## src/rtl/parity_frame_tx.sv

```systemverilog
// Serial frame transmitter for the output of an 8-bit even-parity generator.
// Frame on tx: start(0), data[0..7] LSB first, supplied parity bit, stop(1).
// The supplied parity is checked against ^data and a mismatch is flagged on
// par_err, but the bit is always transmitted exactly as supplied.
module parity_frame_tx #(
    parameter int unsigned CLKS_PER_BIT = 4
) (
    input  logic       clk,
    input  logic       rst,
    input  logic [7:0] data,
    input  logic       parity,
    input  logic       valid,
    output logic       ready,
    output logic       tx,
    output logic       busy,
    output logic       done,
    output logic       par_err
);

    // Baud counter width, at least one bit so CLKS_PER_BIT=1 still elaborates.
    localparam int unsigned BaudW = (CLKS_PER_BIT > 1) ? $clog2(CLKS_PER_BIT) : 1;
    localparam logic [BaudW-1:0] BaudLast = BaudW'(CLKS_PER_BIT - 1);

    typedef enum logic [2:0] {
        StIdle,
        StStart,
        StData,
        StParity,
        StStop
    } state_e;

    state_e            state_q, state_d;
    logic [BaudW-1:0]  baud_q, baud_d;
    logic [2:0]        bit_idx_q, bit_idx_d;
    logic [7:0]        shift_q, shift_d;
    logic              par_q, par_d;
    logic              tx_q, tx_d;
    logic              done_q, done_d;
    logic              par_err_q, par_err_d;
    logic              bit_end;

    // Last cycle of the current serial bit.
    assign bit_end = (baud_q == BaudLast);

    // Next-state, datapath and registered-output logic.
    always_comb begin
        state_d   = state_q;
        baud_d    = baud_q;
        bit_idx_d = bit_idx_q;
        shift_d   = shift_q;
        par_d     = par_q;
        tx_d      = tx_q;
        done_d    = 1'b0;
        par_err_d = 1'b0;

        if (state_q != StIdle) begin
            baud_d = bit_end ? '0 : baud_q + 1'b1;
        end

        case (state_q)
            StIdle: begin
                tx_d      = 1'b1;
                baud_d    = '0;
                bit_idx_d = '0;
                if (valid) begin
                    shift_d   = data;
                    par_d     = parity;
                    par_err_d = parity ^ (^data);
                    // Start bit is driven from the accept edge onward.
                    tx_d      = 1'b0;
                    state_d   = StStart;
                end
            end
            StStart: begin
                if (bit_end) begin
                    tx_d    = shift_q[0];
                    state_d = StData;
                end
            end
            StData: begin
                if (bit_end) begin
                    if (bit_idx_q == 3'd7) begin
                        tx_d    = par_q;
                        state_d = StParity;
                    end else begin
                        shift_d   = {1'b0, shift_q[7:1]};
                        tx_d      = shift_q[1];
                        bit_idx_d = bit_idx_q + 3'd1;
                    end
                end
            end
            StParity: begin
                if (bit_end) begin
                    tx_d    = 1'b1;
                    state_d = StStop;
                end
            end
            StStop: begin
                if (bit_end) begin
                    done_d  = 1'b1;
                    state_d = StIdle;
                end
            end
            default: begin
                tx_d    = 1'b1;
                state_d = StIdle;
            end
        endcase
    end

    // State and datapath registers; reset discards any frame in flight.
    always_ff @(posedge clk or posedge rst) begin
        if (rst) begin
            state_q   <= StIdle;
            baud_q    <= '0;
            bit_idx_q <= '0;
            shift_q   <= '0;
            par_q     <= 1'b0;
            tx_q      <= 1'b1;
            done_q    <= 1'b0;
            par_err_q <= 1'b0;
        end else begin
            state_q   <= state_d;
            baud_q    <= baud_d;
            bit_idx_q <= bit_idx_d;
            shift_q   <= shift_d;
            par_q     <= par_d;
            tx_q      <= tx_d;
            done_q    <= done_d;
            par_err_q <= par_err_d;
        end
    end

    // Handshake/status decoded from the state register only.
    assign ready   = (state_q == StIdle);
    assign busy    = (state_q != StIdle);
    assign tx      = tx_q;
    assign done    = done_q;
    assign par_err = par_err_q;

endmodule
```

## config.mk

```make
export PLATFORM = sky130hd
export DESIGN_NAME = parity_frame_tx
export DESIGN_NICKNAME = d
export VERILOG_FILES = /design/src/rtl/parity_frame_tx.sv
export SDC_FILE = /design/constraint.sdc
export NUM_CORES = 1
export LEC_CHECK = 0
export CORE_MARGIN = 2
export CORE_UTILIZATION = 23
export CTS_CLUSTER_DIAMETER = 40
export DETAILED_ROUTE_END_ITERATION = 16
export PLACE_DENSITY_LB_ADDON = 0.1
export SLEW_MARGIN = 30
export SYNTH_ARGS = -nofsm -noshare
export SYNTH_HDL_FRONTEND = slang
export SYNTH_SLANG_ARGS = --single-unit
```

## constraint.sdc

```tcl
create_clock -name clk -period 3.63 [get_ports clk]
set_clock_uncertainty 0.1 [all_clocks]
set_input_delay 0.363 -clock clk [delete_from_list [all_inputs] [get_ports clk]]
set_output_delay 0.363 -clock clk [all_outputs]
set_load 0.1 [all_outputs]
```

==> key figures, run 1 <==
Pwr
  – Net Sw Frac: 41.31%
  – PD cells: 755.2 nW/um2
  – Net switching power: 0.4298 mW
  – VDD IR max: 173.8 uV
  – Flop pwr share: a little under two fifths
  – Pint: 0.6106 mW
  – Combinational Power Share: 48.4%
  – Clk pwr share: approximately 14%
  – Static Leak: 0.5859 nW

Global routing
  – GRT Total Usage: between 9 and 10%
  – Vias in the first global route: 737
  – Grt ovf: 0
  – Pin count of the biggest net entering global routing: 21
  – First-pass GRT wire length: 3684 um
  – Initial antenna violation count: 0

Synth
  – Post-synthesis compound-gate area fraction: 4.867%
  – Post-synthesis sequential area ratio: about 44%
  – Top cells by area, synth: dfrtp_1 (42%), mux2_2 (10%), mux2_1 (8.0%)
  – Post-synthesis net count: 111
  – Distinct cells, synth: 33
  – Post-synth EDFFs: 0
  – Largest area contributor in the netlist: dfrtp_1
  – Synth cell count leaders: dfrtp_1 (19), mux2_2 (10), mux2_1 (8)
  – Post-synth top area share: 42.04%
  – Gate Count Post-Synth: 96
  – Most frequent cell after synthesis: dfrtp_1
  – Ys Warns: 0
  – Synth Cell Area: 1131 um2
  – Synth Area in Adders: 3.319%
  – Largest family of logic cells by synthesized area: multiplexers
  – Register bit count reported by yosys: 20
  – FFs w/ async S/R, synth: 100.0%
  – Avg Cell Area, Syn: between 10 and 15 um2
  – Post-Synth Simple-Gate Area: 13.38%
  – XOR/XNOR Fraction of Synth Area: 7.080%
  – Top FF cell, synth: dfrtp_1
  – Post-synthesis mux area share: a little over a fifth

Final layout
  – Share of layout cells above drive strength 1: 16.36%
  – Ant diodes: 0
  – Area Overhead vs Synth: 21.79%
  – Final nets: roughly 130
  – Layout Cells excl Fill: around 180

Clock network
  – # clock sinks: 20
  – Clock transition at path regs: around 0.080 ns
  – H-tree depth: 1
  – Worst skew pair latency: 0.26 ns
  – TritonCTS clock tree: yes
  – CTS Buffer Depth: 2
  – # resized after CTS: 0
  – Setup bufs post-CTS: 0
  – Root Driver: clkbuf_8
  – Num CTS Buffers: 3
  – CTS Hold Buffers Added: 0

Timing
  – Setup WS post-layout: 0.9935 ns
  – Setup TNS: 0 ns
  – Min cycle time layout: between 2 and 3 ns
  – Final hold slack: 0.3529 ns
  – Setup violators final: 0
  – Slew @ Worst Pin: 0.9723 ns
  – Final Hold Fails: 0
  – Final Cycle Share: 72.63%
  – Fmax: between 300 and 400 MHz
  – Slew margin rel.: 34.97%
  – Fin. max-slew vios: 0
  – RSZ-0062 raised after global routing: no

Floorplan
  – Row cnt: 25
  – Core area: between 4000 and 5000 um2
  – Starting Density: 23.95%
  – I/O pin count: 17
  – Die X: 74.13 um
  – Die Y-Extent: approximately 74 um
  – Die area: 5495 um2

Routing
  – Drt drc: 0
  – DRT iter0 DRCs: 28
  – Pre-antenna DRT Iters: 4
  – Routed via count: 715
  – Routed Antenna Nets: 0
  – DR WL/cell: 12.12 um
  – DRT Wirelength: 2146 um
  – Vias per cell: 4.040

Critical path
  – Worst endpoint required time: 3.17 ns
  – CP max FO: 12
  – CP Capture Type: primary output
  – Worst setup path category: flop to primary output
  – Startpoint Class: flop
  – Worst EP arrival: 2.17 ns
  – Reg2reg path depth: 3

Place
  – HPWL after DPL: 1642 um
  – Placed cells: roughly 170
  – GPL Wtd Cong: 0.6992
  – Place WS: 1.264 ns
  – # port buffers: 16

Flow run
  – Max cap viols: 0

Worst hold path
  – WHS Path Cells: 1
  – Min-Delay Path Class: flop to flop

Status
  – Status: complete, no violations
registers in the layout, summed over array words and instances, names as in the netlist:
name	flops
shift_q	8
bit_idx_q	3
state_q	3
baud_q	2
done	1
par_err	1
par_q	1
tx	1
power by group through the flow:
| stage | clock network [mW] | registers, mW | logic (mW) |
|---|---|---|---|
| 6_report | 0.149 | 0.388 | 0.504 |
| 5_1_grt | 0.171 | 0.402 | 0.546 |
| 4_1_cts | 0.159 | 0.388 | 0.513 |
| 3_5_place_dp | 0 | 0.393 | 0.511 |
| 3_3_place_gp | 0 | 0.390 | 0.510 |
| 2_1_floorplan | 0 | 0.411 | 0.405 |
worst max-delay path: stages (launching register included):
cell	delay, ns
dfrtp_1	0.49
nor3_2	0.37
inv_1	0.09
clkdlybuf4s50_1	0.97
per-stage QoR:
step	util [%]	power [mW]	cell area (um2)
final	29.17	1.040	1378
after global routing	29.17	1.120	1378
after CTS	29.17	1.060	1378
after detailed placement	28.21	0.9033	1333
after global placement	28.21	0.9003	1333
after floorplan	-	0.8163	1131
layout by cell type (no fill, tap or decap), drive strengths merged, types with 2 or more instances in the layout:
cell type	Yosys	layout
xnor2	3	3
inv	6	6
nor3	3	3
clkbuf	2	4
nand2	5	5
ha	3	3
clkdlybuf4s50	0	15
dfrtp	19	19
or2	2	2
nor2b	5	5
nor2	4	4
nor3b	2	2
xnor3	2	2
mux2	18	18
o32ai	2	2
mux2i	4	4
cell type report:
type	count	area [um2]
fill	495	3346
multi-input combinational	64	566.8
sequential	20	501.7
timing repair buffer	16	157.7
tap	67	83.83
clock buffer	4	45.04
inverter	6	22.52
cells by family after synthesis:
group / count (synthesis)
compound gates: 7
xor+xnor: 6
fa+ha+maj: 3
buf+inv: 12
flops: 20
mux: 22
simple gates: 26
per-layer routing:
metal / routed length, um / track usage, % / vias up / share of wire, %
met5: 0 / 0 / - / 0
met4: 25 / 3.030 / 0 / 1.2
met3: 68 / 3.252 / 2 / 3.2
met2: 1065 / 14.48 / 8 / 50
met1: 987 / 11.75 / 350 / 46
li1: - / - / 355 / -
path summary, 6_finish.rpt:
kind | endpoint | start | slack [ns]
max | busy | state_q[1] | 0.99
min | baud_q[0] | baud_q[0] | 0.35
max reg2reg | shift_q[5] | state_q[1] | 1.39
min reg2reg | baud_q[0] | baud_q[0] | 0.35
max in group asynchronous | state_q[2] | rst | 2.46
min in group asynchronous | shift_q[3] | rst | 0.46
Power figures use the tool's default switching activity.
==> run 2: changes to the inputs <==
==> constraint.sdc (replaced) <==
create_clock -name clk -period 2.28 [get_ports clk]
set_clock_uncertainty 0.1 [all_clocks]
set_input_delay 0.228 -clock clk [delete_from_list [all_inputs] [get_ports clk]]
set_output_delay 0.228 -clock clk [all_outputs]
set_load 0.1 [all_outputs]
==> run 2 against run 1 <==
Via count grew 3.8%; first-iteration DRC count grew 130%; power grew 69%; critical endpoint is now shift_q[4].
==> key figures, run 2 (synthesis gave the netlist of run 1 again) <==
Global routing
  – GRT Total Usage: 9.483% (+0.30 points)
  – Vias in the first global route: 794 (+7.7%)
  – First-pass GRT wire length: 3919 um (+6.4%)
  – Grt ovf: 0 (unchanged)
  – Initial antenna violation count: 0 (unchanged)
  – Pin count of the biggest net entering global routing: 21 (unchanged)

Critical path
  – Reg2reg setup slack: 0.31 ns (-1.08 ns)
  – Reg2reg path depth: 5 (+2)
  – Worst setup path category: flop to flop
  – R2r startpoint: bit_idx_q[0]
  – Worst R2R End: shift_q[4]
  – Worst endpoint required time: 2.33 ns (-0.84 ns)
  – CP max FO: 8 (-4)
  – Startpoint Class: flop
  – Worst EP arrival: 2.02 ns (-0.15 ns)
  – CP Capture Type: flop

Pwr
  – VDD IR max: 400.7 uV (+130%)
  – Final Total Pwr: 1.756 mW (+69%)
  – PD cells: 1227 nW/um2 (+62%)
  – Static Leak: 0.6270 nW (+7.0%)

Routing
  – DR WL/cell: 12.61 um (+4.0%)
  – Vias per cell: 4.055 (+0.37%)
  – Routed Antenna Nets: 0 (unchanged)
  – DRT Wirelength: 2308 um (+7.5%)
  – Drt drc: 0 (unchanged)
  – DRT iter0 DRCs: 63 (+130%)
  – Routed via count: 742 (+3.8%)
  – Pre-antenna DRT Iters: 4 (unchanged)

Floorplan
  – Row cnt: 25 (unchanged)
  – I/O pin count: 17 (unchanged)
  – Starting Density: 23.95% (unchanged)
  – Die X: 74.13 um (unchanged)
  – Die area: 5495 um2 (unchanged)
  – Die Y-Extent: 74.13 um (unchanged)
  – Core area: 4723 um2 (unchanged)

Final layout
  – Most frequent cells in the layout: dfrtp_1 (19), clkdlybuf4s50_1 (11), mux2_2 (10), buf_4 (10), mux2_1 (8)
  – Commonest non-fill, non-tap cell in the layout: dfrtp_1
  – Biggest register: shift_q
  – FF+latch area: 501.7 um2 (unchanged)
  – Area Overhead vs Synth: 26.55%
  – Max FFs per register: 8 (unchanged)
  – Multi-input logic area: 573.1 um2 (+1.1%)
  – Final nets: 132 (+4.8%)
  – Largest regs: shift_q x8, bit_idx_q x3, state_q x3
  – Filler cells: 502 (+1.4%)
  – Ant diodes: 0 (unchanged)
  – Share of layout cells above drive strength 1: 24.14% (+7.8 points)
  – Layout Cells excl Fill: 183 (+3.4%)

Place
  – GPL Wtd Cong: 0.7595 (+8.6%)
  – Place WS: 0.3135 ns (-0.9509 ns)
  – # port buffers: 16 (unchanged)
  – Placed cells: 179 (+3.5%)
  – HPWL after DPL: 1717 um (+4.5%)

Timing
  – Final hold slack: 0.2030 ns (-0.1499 ns)
  – Min cycle time layout: 1.974 ns
  – Final Hold Fails: 0 (unchanged)
  – Slew @ Worst Pin: 0.3884 ns (-0.5840 ns)
  – Fmax: 506.5 MHz
  – Fin. max-slew vios: 0 (unchanged)
  – Slew margin rel.: 74.11% (+39 points)
  – Setup violators final: 0 (unchanged)
  – RSZ-0062 raised after global routing: no
  – Final Cycle Share: 86.60%
  – Setup WS post-layout: 0.3056 ns (-0.6879 ns)

Clock network
  – # clock sinks: 20 (unchanged)
  – Setup bufs post-CTS: 0 (unchanged)
  – TritonCTS clock tree: yes
  – CTS Hold Buffers Added: 0 (unchanged)
  – Root Driver: clkbuf_8
  – # resized after CTS: 0 (unchanged)
  – CTS Buffer Depth: 2 (unchanged)
  – Num CTS Buffers: 3 (unchanged)
  – Clock transition at path regs: 0.08 ns (about the same)
  – H-tree depth: 1 (unchanged)
  – Worst skew pair latency: 0.26 ns (about the same)

Worst hold path
  – Min-Delay Path Class: primary input to async pin

Flow run
  – Max cap viols: 0 (unchanged)

Status
  – Status: complete, no violations
run 2: where the power goes:
group	internal [mW]	switching [mW]	total [mW]
registers	0.504	0.0952	0.600
logic	0.404	0.508	0.912
clock network	0.124	0.121	0.245
total	1.03	0.724	1.76
run 2: routing by layer:
metal | wire length, um | track usage (%)
met1 | 1152 | 12.56
met2 | 1071 | 15.18
met3 | 61 | 2.846
met4 | 22 | 2.424
met5 | 0 | 0
run 2: metrics by stage:
| stage | TNS [ns] | instance area, um2 | utilization, % |
|---|---|---|---|
| after global placement | 0 | 1386 | 29.35 |
| final | 0 | 1431 | 30.30 |
| after detailed placement | 0 | 1386 | 29.35 |
| after CTS | 0 | 1431 | 30.30 |
| after global routing | 0 | 1431 | 30.30 |
| after floorplan | -0.1516 | 1137 | - |
run 2: worst max path at each step:
stage	start	slack, ns	cells after the start	end
after floorplan	state_q[1]	-0.15	3	busy
after global placement	valid	0.30	4	shift_q[6]
after detailed placement	valid	0.31	4	shift_q[2]
after CTS	bit_idx_q[0]	0.29	5	shift_q[4]
after global routing	bit_idx_q[0]	0.18	5	shift_q[4]
final	bit_idx_q[0]	0.31	5	shift_q[4]
run 2: layout make-up:
cell class	instances	area share [%]
clock buffers	4	3.147
inverters	6	1.573
multi-input cells	64	40.04
flip-flops and latches	20	35.05
well taps	67	5.857
repair buffers	22	14.34
run 2: critical path, stage by stage, from the launching register on:
cell and delay, ns:
dfrtp_1 0.40, ha_1 0.20, ha_1 0.21, and3b_1 0.22, o21a_1 0.35, mux2_2 0.38
==> RTL edit: new RTL, flow settings as in run 1 <==
The parameter `CLKS_PER_BIT` goes from 4 to 2.
--- a/src/rtl/parity_frame_tx.sv
+++ b/src/rtl/parity_frame_tx.sv
@@ -5,3 +5,3 @@
 module parity_frame_tx #(
-    parameter int unsigned CLKS_PER_BIT = 4
+    parameter int unsigned CLKS_PER_BIT = 2
 ) (
Formal check against the unedited RTL: not equivalent (Yosys sat finds a counterexample within 4 cycles, from zero or initial values and one cycle with rst high).
==> RTL edit against run 1 <==
Sequential cell count fell by 1; die area fell by 3.6%; total power rose by 14%; setup slack got worse by 0.050 ns; largest power group unchanged; fmax fell by 1.8%; area after synthesis fell by 3.8%; combinational power rose by 25%; largest cell class unchanged; global-route usage rose by 0.29 points; count of clock-buffer cells in the layout fell by 1; design area fell by 3.2%; routed wire length rose by 3.4%; non-clock buffer count did not move.
==> RTL edit: results (changes against run 1) <==
Critical path
  • R2R Path End: shift_q[4]
  • R2R cell count: 5 (+2)
  • Max FO, Critical Path: 13 (+1)
  • CP arrival: 2.22 ns (+0.05 ns)
  • R2r startpoint: bit_idx_q[0]
  • R2R Setup Slk: 1.60 ns (+0.21 ns)

Cells and area
  • Nets@finish: 121 (-4.0%)
  • Post-Layout Cell Count: 160 (-9.6%)
  • Fillers: 488 (-1.4%)
  • Biggest regs: shift_q: 8 flops, bit_idx_q: 3 flops, state_q: 3 flops
  • Layout cells sized above 1: 0.2547 (+0.09108)
  • # diodes: 0 (unchanged)

Hold path
  • Worst Hold Class: flip-flop to flip-flop
  • Hold path startpoint: tx
  • Min-Delay Path Depth: 2 (+1)
  • Hold endpoint: tx

Clock network
  • Clock latency on the worst-skew pair: approximately 0.25 ns
  • Htree depth: 1 (unchanged)
  • Clk buf depth: 2 (unchanged)
  • Cts repair resizes: 0 (unchanged)
  • CTS buffer count: 3 (unchanged)
  • CTS root buffer: clkbuf_8

Global routing
  • Largest net degree at the start of global routing: 20 (-4.8%)
  • First-pass GRT wire length: 3850 um (+4.5%)
  • Vias in the first global route: 801 (+8.7%)
  • All-Layer GR Usage: 0.09469 (+0.002880)
  • Initial antenna violation count: 0 (unchanged)

Timing
  • Fin Hold WS: 0.3918 ns (+0.03890 ns)
  • Final setup viols: 0 (unchanged)
  • Worst slew pin tran: 0.9668 ns (-0.005489 ns)

Drt
  • Starting DRT DRC Count: 51 (+82%)
  • Routed WL: 2220 um (+3.4%)
  • Routed vias/inst: 4.619 (+14%)
  • Drt pass-1 iters: 4 (unchanged)

Power
  • Leak Pwr: 0.0005562 uW (-5.1%)
  • Maximum VDD drop: 254.4 uV (+46%)
  • Int Pwr: 651.6 uW (+6.7%)

Placement
  • Post-DP HPWL: 1622 um (-1.2%)
  • Port buffer count: 16 (unchanged)
  • Placed Area: 0.001287 mm2 (-3.4%)
  • Routability Congestion: 0.7428 (+6.2%)

Outcome
  • Status: completed

Logic synthesis
  • Synth area leaders: dfrtp_1, mux2_2, xnor3_1, mux2i_1, dfstp_2
  • Ys Warns: 0 (unchanged)
  • Register area share after synthesis: 0.4379 (-0.005653)
  • Cells after Synth: 90 (-6.3%)
  • Post-Syn Nets: 104 (-6.3%)
  • Commonest cells post-synth: dfrtp_1, mux2_2, inv_1, nor2_1
  • Cell variety after synth: 31 (-6.1%)
==> RTL edit: cell types whose count changed in the layout (fill, tap and decap cells not counted), moves of 3 or more <==
cell,change
mux2_1,-8
mux2_2,+7
o2bb2ai_1,+3
nor2b_1,-4
==> RTL edit: logic make-up (layout without fill, tap and decap cells) <==
group | Yosys count | in the layout | synth area share
AO/OA/AOI/OAI | 11 | 11 | 0.08621
XOR/XNOR | 6 | 6 | 0.07357
adder cells (fa/ha/maj) | 2 | 2 | 0.02298
buffers and inverters | 9 | 25 | 0.04138
flip-flops | 19 | 19 | 0.4379
multiplexers | 20 | 20 | 0.2034
AND/OR/NAND/NOR | 23 | 23 | 0.1345
==> RTL edit: power groups by stage <==
stage	Sequential [uW]	Clock, uW	Combinational, uW
3_3_place_gp	412	0	633
4_1_cts	411	157	636
6_report	410	147	629
3_5_place_dp	415	0	635
2_1_floorplan	418	0	510
5_1_grt	428	166	682
==> RTL edit: per-layer routing <==
metal,track usage,routed length [um]
met1,0.1262,1101
met4,0.01852,12
met5,0,0
met3,0.03039,75
met2,0.1515,1029
==> RTL edit: worst max-delay path: stages (launching register included) <==
cell and delay (ns):
dfrtp_1 0.63, nor3_2 0.14, inv_1 0.07, clkdlybuf4s50_1 1.12
==> RTL edit: worst max path at each step <==
stage                           from  endpoint  slack, ns
final                     state_q[2]      busy       0.94
after global routing      state_q[0]      busy       0.83
after global placement    state_q[2]      busy       1.27
after detailed placement  state_q[2]      busy       1.24
after CTS                 state_q[2]      busy       0.95
after floorplan           state_q[0]      busy       0.39
==> RTL edit: area by class of cell <==
class                      instances  area share
inverter                           5     0.01407
clock buffer                       3     0.03096
sequential                        19      0.3574
timing repair buffer              16      0.1182
clock inverter                     1    0.003752
tap                               54     0.05066
multi-input combinational         62      0.4250
==> RTL edit: through the flow <==
| step | worst slack, ns | util |
|---|---|---|
| floorplan | 0.3897 | - |
| global placement | 1.266 | 0.2781 |
| detailed placement | 1.235 | 0.2781 |
| CTS | 0.9522 | 0.2881 |
| global route | 0.8316 | 0.2881 |
| finish | 0.9439 | 0.2881 |
